**src/rtl/keypad_pkg.sv**
```systemverilog
// keypad_pkg
// Shared definitions for the 4x4 keypad scanner:
//   - state_t and the four FSM state constants (SCAN, DEBOUNCE, PRESSED, RELEASE)
//   - ROW_IDLE and the active-low row-drive pattern for each row index
//   - helpers that map a row index to its drive pattern and pick the
//     lowest-numbered active (low) column from a synchronized column vector
package keypad_pkg;

  typedef logic [1:0] state_t;

  localparam state_t ST_SCAN     = 2'd0;
  localparam state_t ST_DEBOUNCE = 2'd1;
  localparam state_t ST_PRESSED  = 2'd2;
  localparam state_t ST_RELEASE  = 2'd3;

  localparam logic [3:0] ROW_IDLE  = 4'b1111;
  localparam logic [3:0] ROW_DRV_0 = 4'b1110;
  localparam logic [3:0] ROW_DRV_1 = 4'b1101;
  localparam logic [3:0] ROW_DRV_2 = 4'b1011;
  localparam logic [3:0] ROW_DRV_3 = 4'b0111;

  // Active-low one-hot row drive for a given row index (index 0 is row[1]).
  function automatic logic [3:0] row_drive(input logic [1:0] idx);
    logic [3:0] drv;
    drv = ROW_IDLE;
    case (idx)
      2'd0: drv = ROW_DRV_0;
      2'd1: drv = ROW_DRV_1;
      2'd2: drv = ROW_DRV_2;
      2'd3: drv = ROW_DRV_3;
      default: drv = ROW_IDLE;
    endcase
    return drv;
  endfunction

  // Lowest column index whose sense line is low; ties between several
  // pressed keys in one row resolve to the smallest index.
  function automatic logic [1:0] lowest_low_col(input logic [3:0] col_s);
    logic [1:0] idx;
    if (!col_s[0])      idx = 2'd0;
    else if (!col_s[1]) idx = 2'd1;
    else if (!col_s[2]) idx = 2'd2;
    else                idx = 2'd3;
    return idx;
  endfunction

endpackage

```
**src/rtl/scan_tick_gen.sv**
```systemverilog
// scan_tick_gen
// Free-running divider that produces a one-clock-wide enable pulse every
// SCAN_DIV clocks. It is used as a clock enable; no clock is derived.
// Parameters:
//   SCAN_DIV : clocks per tick period
// Ports:
//   clk   : input  clock, rising edge
//   rst_n : input  asynchronous active-low reset
//   tick  : output one-clock pulse, high on the last clock of each period
module scan_tick_gen #(
  parameter int SCAN_DIV = 5000
) (
  input  logic clk,
  input  logic rst_n,
  output logic tick
);

  localparam int CW = $clog2(SCAN_DIV) + 1;
  localparam logic [CW-1:0] LAST = CW'(SCAN_DIV - 1);

  logic [CW-1:0] r_cnt;

  // Count 0..SCAN_DIV-1 and wrap; the tick marks the wrap clock.
  always_ff @(posedge clk or negedge rst_n) begin
    if (!rst_n) begin
      r_cnt <= '0;
    end else if (r_cnt == LAST) begin
      r_cnt <= '0;
    end else begin
      r_cnt <= r_cnt + CW'(1);
    end
  end

  assign tick = (r_cnt == LAST);

endmodule

```
**src/rtl/keypad_scanner.sv**
```systemverilog
// keypad_scanner
// Scans a 4x4 active-low matrix keypad, debounces press and release, and
// presents one accepted key at a time through a valid/ack handshake.
// Build option:
//   KEYPAD_ACCUM_EN : when defined, every accepted handshake shifts key_code
//                     into a 4-digit hex accumulator driven on value; when
//                     undefined, value is tied to zero and no flops are built.
// Parameters:
//   SCAN_DIV     : clocks per row dwell (scan tick period)
//   DEBOUNCE_CNT : consecutive ticks needed to accept a press or a release
// Ports:
//   clk       : input  clock, rising edge
//   rst_n     : input  asynchronous active-low reset
//   row[4:1]  : output row drive, active-low, one-hot-low
//   col[4:1]  : input  column sense, active-low, asynchronous to clk
//   key_code  : output accepted key {row_idx, col_idx}
//   key_valid : output key_code holds an accepted key
//   key_ack   : input  consumer takes key_code
//   value     : output accumulated hex entry (zero when accumulator disabled)
module keypad_scanner
  import keypad_pkg::*;
#(
  parameter int SCAN_DIV     = 5000,
  parameter int DEBOUNCE_CNT = 20
) (
  input  logic        clk,
  input  logic        rst_n,
  output logic [4:1]  row,
  input  logic [4:1]  col,
  output logic [3:0]  key_code,
  output logic        key_valid,
  input  logic        key_ack,
  output logic [15:0] value
);

  localparam int DW = $clog2(DEBOUNCE_CNT) + 1;
  localparam logic [DW-1:0] DB_LAST = DW'(DEBOUNCE_CNT - 1);

  logic [3:0]    r_sync1;
  logic [3:0]    r_sync2;
  state_t        r_state;
  logic [1:0]    r_row_idx;
  logic [1:0]    r_col_idx;
  logic [DW-1:0] r_db_cnt;
  logic [3:0]    r_key_code;
  logic          r_key_valid;

  logic          w_tick;
  logic [3:0]    w_col_s;
  logic          w_any_low;
  logic          w_all_high;
  logic          w_cap_low;

  scan_tick_gen #(
    .SCAN_DIV (SCAN_DIV)
  ) u_tick (
    .clk   (clk),
    .rst_n (rst_n),
    .tick  (w_tick)
  );

  // Two-flop synchronizer on the column lines; idles high like the pull-ups.
  always_ff @(posedge clk or negedge rst_n) begin
    if (!rst_n) begin
      r_sync1 <= 4'b1111;
      r_sync2 <= 4'b1111;
    end else begin
      r_sync1 <= col;
      r_sync2 <= r_sync1;
    end
  end

  assign w_col_s    = r_sync2;
  assign w_any_low  = (w_col_s != 4'b1111);
  assign w_all_high = (w_col_s == 4'b1111);
  assign w_cap_low  = ~w_col_s[r_col_idx];

  // Scan/debounce FSM. The row index only moves on ticks in SCAN, or when
  // leaving DEBOUNCE/RELEASE back to SCAN, so the row stays frozen on the
  // captured key for the whole press/release cycle.
  always_ff @(posedge clk or negedge rst_n) begin
    if (!rst_n) begin
      r_state     <= ST_SCAN;
      r_row_idx   <= 2'd0;
      r_col_idx   <= 2'd0;
      r_db_cnt    <= '0;
      r_key_code  <= 4'h0;
      r_key_valid <= 1'b0;
    end else begin
      case (r_state)
        ST_SCAN: begin
          if (w_tick) begin
            if (w_any_low) begin
              r_col_idx <= lowest_low_col(w_col_s);
              r_db_cnt  <= '0;
              r_state   <= ST_DEBOUNCE;
            end else begin
              r_row_idx <= r_row_idx + 2'd1;
            end
          end
        end
        ST_DEBOUNCE: begin
          if (w_tick) begin
            if (w_cap_low) begin
              if (r_db_cnt == DB_LAST) begin
                r_key_code  <= {r_row_idx, r_col_idx};
                r_key_valid <= 1'b1;
                r_db_cnt    <= '0;
                r_state     <= ST_PRESSED;
              end else begin
                r_db_cnt <= r_db_cnt + DW'(1);
              end
            end else begin
              r_db_cnt  <= '0;
              r_row_idx <= r_row_idx + 2'd1;
              r_state   <= ST_SCAN;
            end
          end
        end
        ST_PRESSED: begin
          // Column activity is ignored here; only the consumer ends it.
          if (key_ack) begin
            r_key_valid <= 1'b0;
            r_db_cnt    <= '0;
            r_state     <= ST_RELEASE;
          end
        end
        ST_RELEASE: begin
          if (w_tick) begin
            if (w_all_high) begin
              if (r_db_cnt == DB_LAST) begin
                r_db_cnt  <= '0;
                r_row_idx <= r_row_idx + 2'd1;
                r_state   <= ST_SCAN;
              end else begin
                r_db_cnt <= r_db_cnt + DW'(1);
              end
            end else begin
              r_db_cnt <= '0;
            end
          end
        end
        default: begin
          r_state <= ST_SCAN;
        end
      endcase
    end
  end

  assign row       = row_drive(r_row_idx);
  assign key_code  = r_key_code;
  assign key_valid = r_key_valid;

`ifdef KEYPAD_ACCUM_EN
  logic [15:0] r_value;

  // Shift each handshaken key in as the least significant hex digit.
  always_ff @(posedge clk or negedge rst_n) begin
    if (!rst_n) begin
      r_value <= 16'h0000;
    end else if (r_key_valid && key_ack) begin
      r_value <= {r_value[11:0], r_key_code};
    end
  end

  assign value = r_value;
`else
  assign value = 16'h0000;
`endif

endmodule

```
**config.mk**
```make
export PLATFORM = sky130hd
export DESIGN_NAME = keypad_scanner
export DESIGN_NICKNAME = d
export VERILOG_FILES = /design/src/rtl/keypad_pkg.sv /design/src/rtl/scan_tick_gen.sv /design/src/rtl/keypad_scanner.sv
export SDC_FILE = /design/constraint.sdc
export NUM_CORES = 1
export LEC_CHECK = 0
export BUFFER_PORTS_ARGS = -buffer_cell sky130_fd_sc_hd__buf_4
export CELL_PAD_IN_SITES_DETAIL_PLACEMENT = 0
export CELL_PAD_IN_SITES_GLOBAL_PLACEMENT = 2
export CORE_MARGIN = 5
export CORE_UTILIZATION = 34
export CTS_BUF_LIST = sky130_fd_sc_hd__clkbuf_8
export CTS_CLUSTER_DIAMETER = 120
export DETAILED_ROUTE_END_ITERATION = 16
export MAX_ROUTING_LAYER = met4
export PLACE_DENSITY_LB_ADDON = 0.1
export SYNTH_ARGS = -nofsm -noshare
export SYNTH_HDL_FRONTEND = slang
export SYNTH_SLANG_ARGS = --single-unit
```
**constraint.sdc**
```tcl
create_clock -name clk -period 2.1 [get_ports clk]
set_input_delay 0.315 -clock clk [delete_from_list [all_inputs] [get_ports clk]]
set_output_delay 0.315 -clock clk [all_outputs]
set_load 0.01 [all_outputs]
```
* Word-level counts from Yosys, hierarchy flattened *
Cells that the tools add are included.

cells by class
  mux-type cells = 39
  eq/ne operators = 22
  add/sub/neg operators = 3
  magnitude comparators = 1
  bitwise operators = 1
  reduce and logical (&&, ||, !) cells = 10

operator list
  operator                                                                 number
  6-bit two-way mux                                                        8
  2-bit two-way mux                                                        18
  6-bit case mux with 4 select lines                                       1
  2-bit inequality test, second input constant                             8
  4-bit case mux with 4 select lines                                       1
  8-bit AND reduction                                                      2
  14-bit by 1-bit adder with 14-bit output, second input constant          1
  14-bit by 13-bit == test with 1-bit output, second input constant        1
  14-bit two-way mux                                                       1
  5-bit AND reduction                                                      2
  2-bit == test, second input constant                                     4
  2-bit case mux with 4 select lines                                       1
  6-bit by 1-bit adder with 6-bit output, second input constant            1
  6-bit by 5-bit == test with 1-bit output, second input constant          1
  1-bit two-way mux                                                        6
  2-bit by 1-bit inequality test with 1-bit output, second input constant  3
  2-bit case mux with 3 select lines                                       1
  2-bit by 1-bit == test with 1-bit output, second input constant          2
  4-bit == test, second input constant                                     1
  2-bit zero test                                                          2
  4-bit inequality test, second input constant                             1
  4-bit AND reduction                                                      1
  2-bit by 3-bit < comparator with 1-bit output, second input constant     1
  3-bit inequality test, second input constant                             1
  7 further kinds                                                          7

word-level totals
  logic and storage cells = 85
  flip-flop bits (word level) = 39
  output and inout bits = 25

* Logic depth before layout (Yosys ltp) *
  depth in word-level cells = 5
  gate-level depth with buffers = 7

* Cells and area by module *
Synthesis repeated with hierarchy kept, for this count alone.

unflattened totals
  cells, all modules = 191
  area total of the unflattened synthesis = 2020.7 um2

by module, submodules not included
  module          times used  cells an instance  area each (um2)  seq. area each (um2)
  keypad_scanner  1           127                1328.8           635.6
  scan_tick_gen   1           64                 691.9            350.3

* Least setup slack after synthesis *
Ideal clock, no wire load.

  path type = register to register
  start point = register u_tick.r_cnt[0]
  end point = register r_key_code[0], in the netlist key_code[0]
  buffers on the path = 0
  stages on the path, launching flop included = 7
  data arrival time = 1968 ps
  library setup time = 125 ps
  path slack = 7 ps
  required time = 1975 ps
  cells stage by stage = dfrtp_1 ha_1 nand4b_1 nand4b_1 a211o_1 nor4_4 mux2_2

on the way
  longest elaborated chain between the ends = 2

RTL lines
  element                                     RTL line               source
  start, declared                             scan_tick_gen.sv:21    logic [CW-1:0] r_cnt;
  start signal, assigned                      scan_tick_gen.sv:30    r_cnt <= r_cnt + CW'(1);
  14-bit by 13-bit == test with 1-bit output  scan_tick_gen.sv:34    assign tick = (r_cnt == LAST);
  4-bit AND reduction (no source line)        --
  end signal, assigned                        keypad_scanner.sv:106  r_key_code <= {r_row_idx, r_col_idx};
  end, declared                               keypad_scanner.sv:45   logic [3:0] r_key_code;

Every way passes these cells.
A chain may end at the register's enable or synchronous reset.

* Worst setup path after layout *
  start point = register u_tick.r_cnt[10]
  end point = register r_key_code[1], in the netlist key_code[1]

Same word-level chain as after synthesis.

==> metrics.txt <==
outcome=finished, violations left; failing checks=negative hold slack, negative setup slack; H-tree depth=2; Leak=roughly 1.2 nW; Vias=1295; Hold WS=-0.00685 ns; clock buffer depth=2; via count of the first global-routing pass=1370; CP Class=reg2reg; Starting Density=35.0%; Die Ht=85.3 um; layout cells sized above 1=roughly a third; share of the yosys chip area belonging to registers=51.2%; Syn. warnings=0; fin crit share=101%; Setup Viol. Count Final=4; P_int=0.00115 W; commonest non-fill, non-tap cell in the layout=buf_4; Worst Skew=0.00911 ns; Logic pwr share=approximately 16%; Area Overhead vs Synth=22.9%; Post-DP HPWL=2720 um; RSZ-0062 raised after global routing=true; Final min period=2.11 ns; Worst R2R Setup Slack=-0.01 ns; drt drc=0; area post-placement=2210 um^2; Fin. Hold Viols=21; Synth async-reset ratio=100%; Switching Fraction=27.8%; Clock Latency Late Sink=roughly 0.29 ns; synthesized cell area=1930 um^2; VDD IR max=~0.00033 V; Worst Path Required=2.28 ns; syn_area_per_cell=11.1 um^2; share of power burned in registers=54.3%; Num CTS Buffers=5; Cells after DPL=278; HP Class=in2async; Main synth FF type=dfrtp_1; io pins=32; post-layout util=43.0%; CTS sink count=39; Mapped Cells=173; max_cap viols=0; Place WS=-0.0935 ns; Final Cell Area=2370 um^2; Routability Congestion=0.798; TritonRoute pass-1 iters=4; Yosys cell types=39; remaining antenna violation count=0; clock power share=~30%; largest net degree at the start of global routing=40; Critical Path AT=2.30 ns; FP Rows=27; crit end category=flip-flop; Routed Wire Length=3730 um; first-pass GRT wire length=6400 um; number of flops mapped to enable cells by yosys=0; DRT iter0 DRCs=30; number of diodes=0; Final nets=229; CTS tree=done; Crit Path Max Fanout=5; gr usage total=11.3%; Worst Setup Slack, final=-0.0146 ns; die area=7270 um^2; Power Density=~670 nW/um^2; most frequent cells in the layout=buf_4 (39), dfrtp_1 (31), conb_1 (16); flops & latches, synth=39; Core ar.=5510 um^2; Clock Tree Root=clkbuf_8; Achievable Freq=0.473 GHz; fin cells=between 200 and 300; Slew Limit Fails=0; Reg clk slew, reported paths=about 0.080 ns; die width=85.3 um; initial antenna violation count=0; gr ovfl total=0; Critical Path Start Type=flip-flop; number of buffers added on ports=15; routed len/inst=12.9 um; Via density=4.48; net switching power=0.000443 W
[critical path: stages (launching register included)]
cell and delay, ns:
dfrtp_1 0.38, nor3b_1 0.25, buf_4 0.16, nand4b_1 0.12, a211o_1 0.37, nor4_4 0.27, buf_6 0.16, mux2_4 0.30
[metal layers]
| metal | vias up | GRT usage (%) | routed length [um] |
|---|---|---|---|
| li1 | 653 | - | - |
| met3 | 5 | 3.01 | 160 |
| met4 | 0 | 4.46 | 62 |
| met1 | 618 | 13.2 | 1670 |
| met5 | - | - | 0 |
| met2 | 19 | 18.5 | 1830 |
[power groups by stage]
stage / clock (W) / sequential (W) / combinational (W)
after floorplan: 0 / 0.000867 / 0.000168
final: 0.000477 / 0.000867 / 0.000252
after global placement: 0 / 0.000872 / 0.000224
after CTS: 0.000501 / 0.000862 / 0.000236
after detailed placement: 0 / 0.000875 / 0.000234
after global routing: 0.000522 / 0.000879 / 0.000282
[sequential cells by signal, summed over array words and instances, names as in the netlist, named ones only]
| signal | count |
|---|---|
| key_code | 4 |
| r_state | 1 |
| r_sync1 | 4 |
| r_col_idx | 2 |
| r_row_idx | 2 |
| r_sync2 | 4 |
| u_tick.r_cnt | 14 |
| r_db_cnt | 6 |
| key_valid | 1 |
[cell usage after synthesis, types with 2 or more instances]
cell / count / area [um^2]
ha_1: 6 / 75.1
xnor2_1: 4 / 35.0
mux2_2: 5 / 56.3
o21bai_1: 3 / 22.5
clkbuf_1: 2 / 7.51
buf_4: 16 / 120
and2_1: 2 / 12.5
xor2_1: 9 / 78.8
nor2b_1: 3 / 18.8
o31ai_1: 2 / 15.0
nor3_1: 5 / 25.0
nand2_1: 6 / 22.5
dfrtp_1: 31 / 776
a22o_1: 3 / 26.3
nand2b_1: 2 / 12.5
dfstp_2: 8 / 210
nor2_1: 11 / 41.3
inv_1: 11 / 41.3
a21oi_1: 3 / 15.0
nand3_1: 10 / 50.1
nand4b_1: 2 / 17.5
a2bb2oi_1: 4 / 35.0
o21ai_0: 3 / 15.0
and3_1: 7 / 43.8
[path summary, 6_finish.rpt]
check / depth (start not counted) / to / start
worst max-delay path: 7 / key_code[1] / u_tick.r_cnt[10]
worst min-delay path: 1 / r_col_idx[0] / rst_n
worst max register to register: 7 / key_code[1] / u_tick.r_cnt[10]
worst min register to register: 0 / r_sync2[2] / r_sync1[2]
max in group asynchronous: 1 / r_sync2[0] / rst_n
min in group clk: 1 / r_sync1[0] / col[1]
[area by class of cell]
| cell class | instances | area, um^2 |
|---|---|---|
| Clock buffer | 5 | 68.8 |
| Clock inverter | 3 | 12.5 |
| Fill cell | 529 | 3140 |
| Inverter | 11 | 41.3 |
| Multi-Input combinational cell | 119 | 865 |
| Sequential cell | 39 | 986 |
| Tap cell | 72 | 90.1 |
| Timing Repair Buffer | 40 | 304 |
[cells by family after synthesis]
group | after synthesis | synth area share, %
buffers and inverters | 30 | 9.35
AOI/OAI and AO/OA | 21 | 8.05
DFF | 39 | 51.2
muxes | 6 | 4.09
adders and majority gates | 6 | 3.90
xor gates and xnor gates | 13 | 5.91
and+or+nand+nor | 57 | 17.3
other | 1 | 0.195
[stage by stage]
stage,setup TNS (ns),power [W]
floorplan,0,0.00104
global placement,-0.0662,0.00110
detailed placement,-0.351,0.00111
CTS,0,0.00160
global route,-0.732,0.00168
finish,-0.0532,0.00160
[what timing repair did]
action | 4_1_cts | 5_1_grt
setup endpoints to repair | 5 | 14
gates resized for setup | 0 | 13
setup buffers | 1 | 2
hold buffers | 0 | 0
pin swaps | 1 | 2
Note: power is estimated with default switching activity, not from simulation.
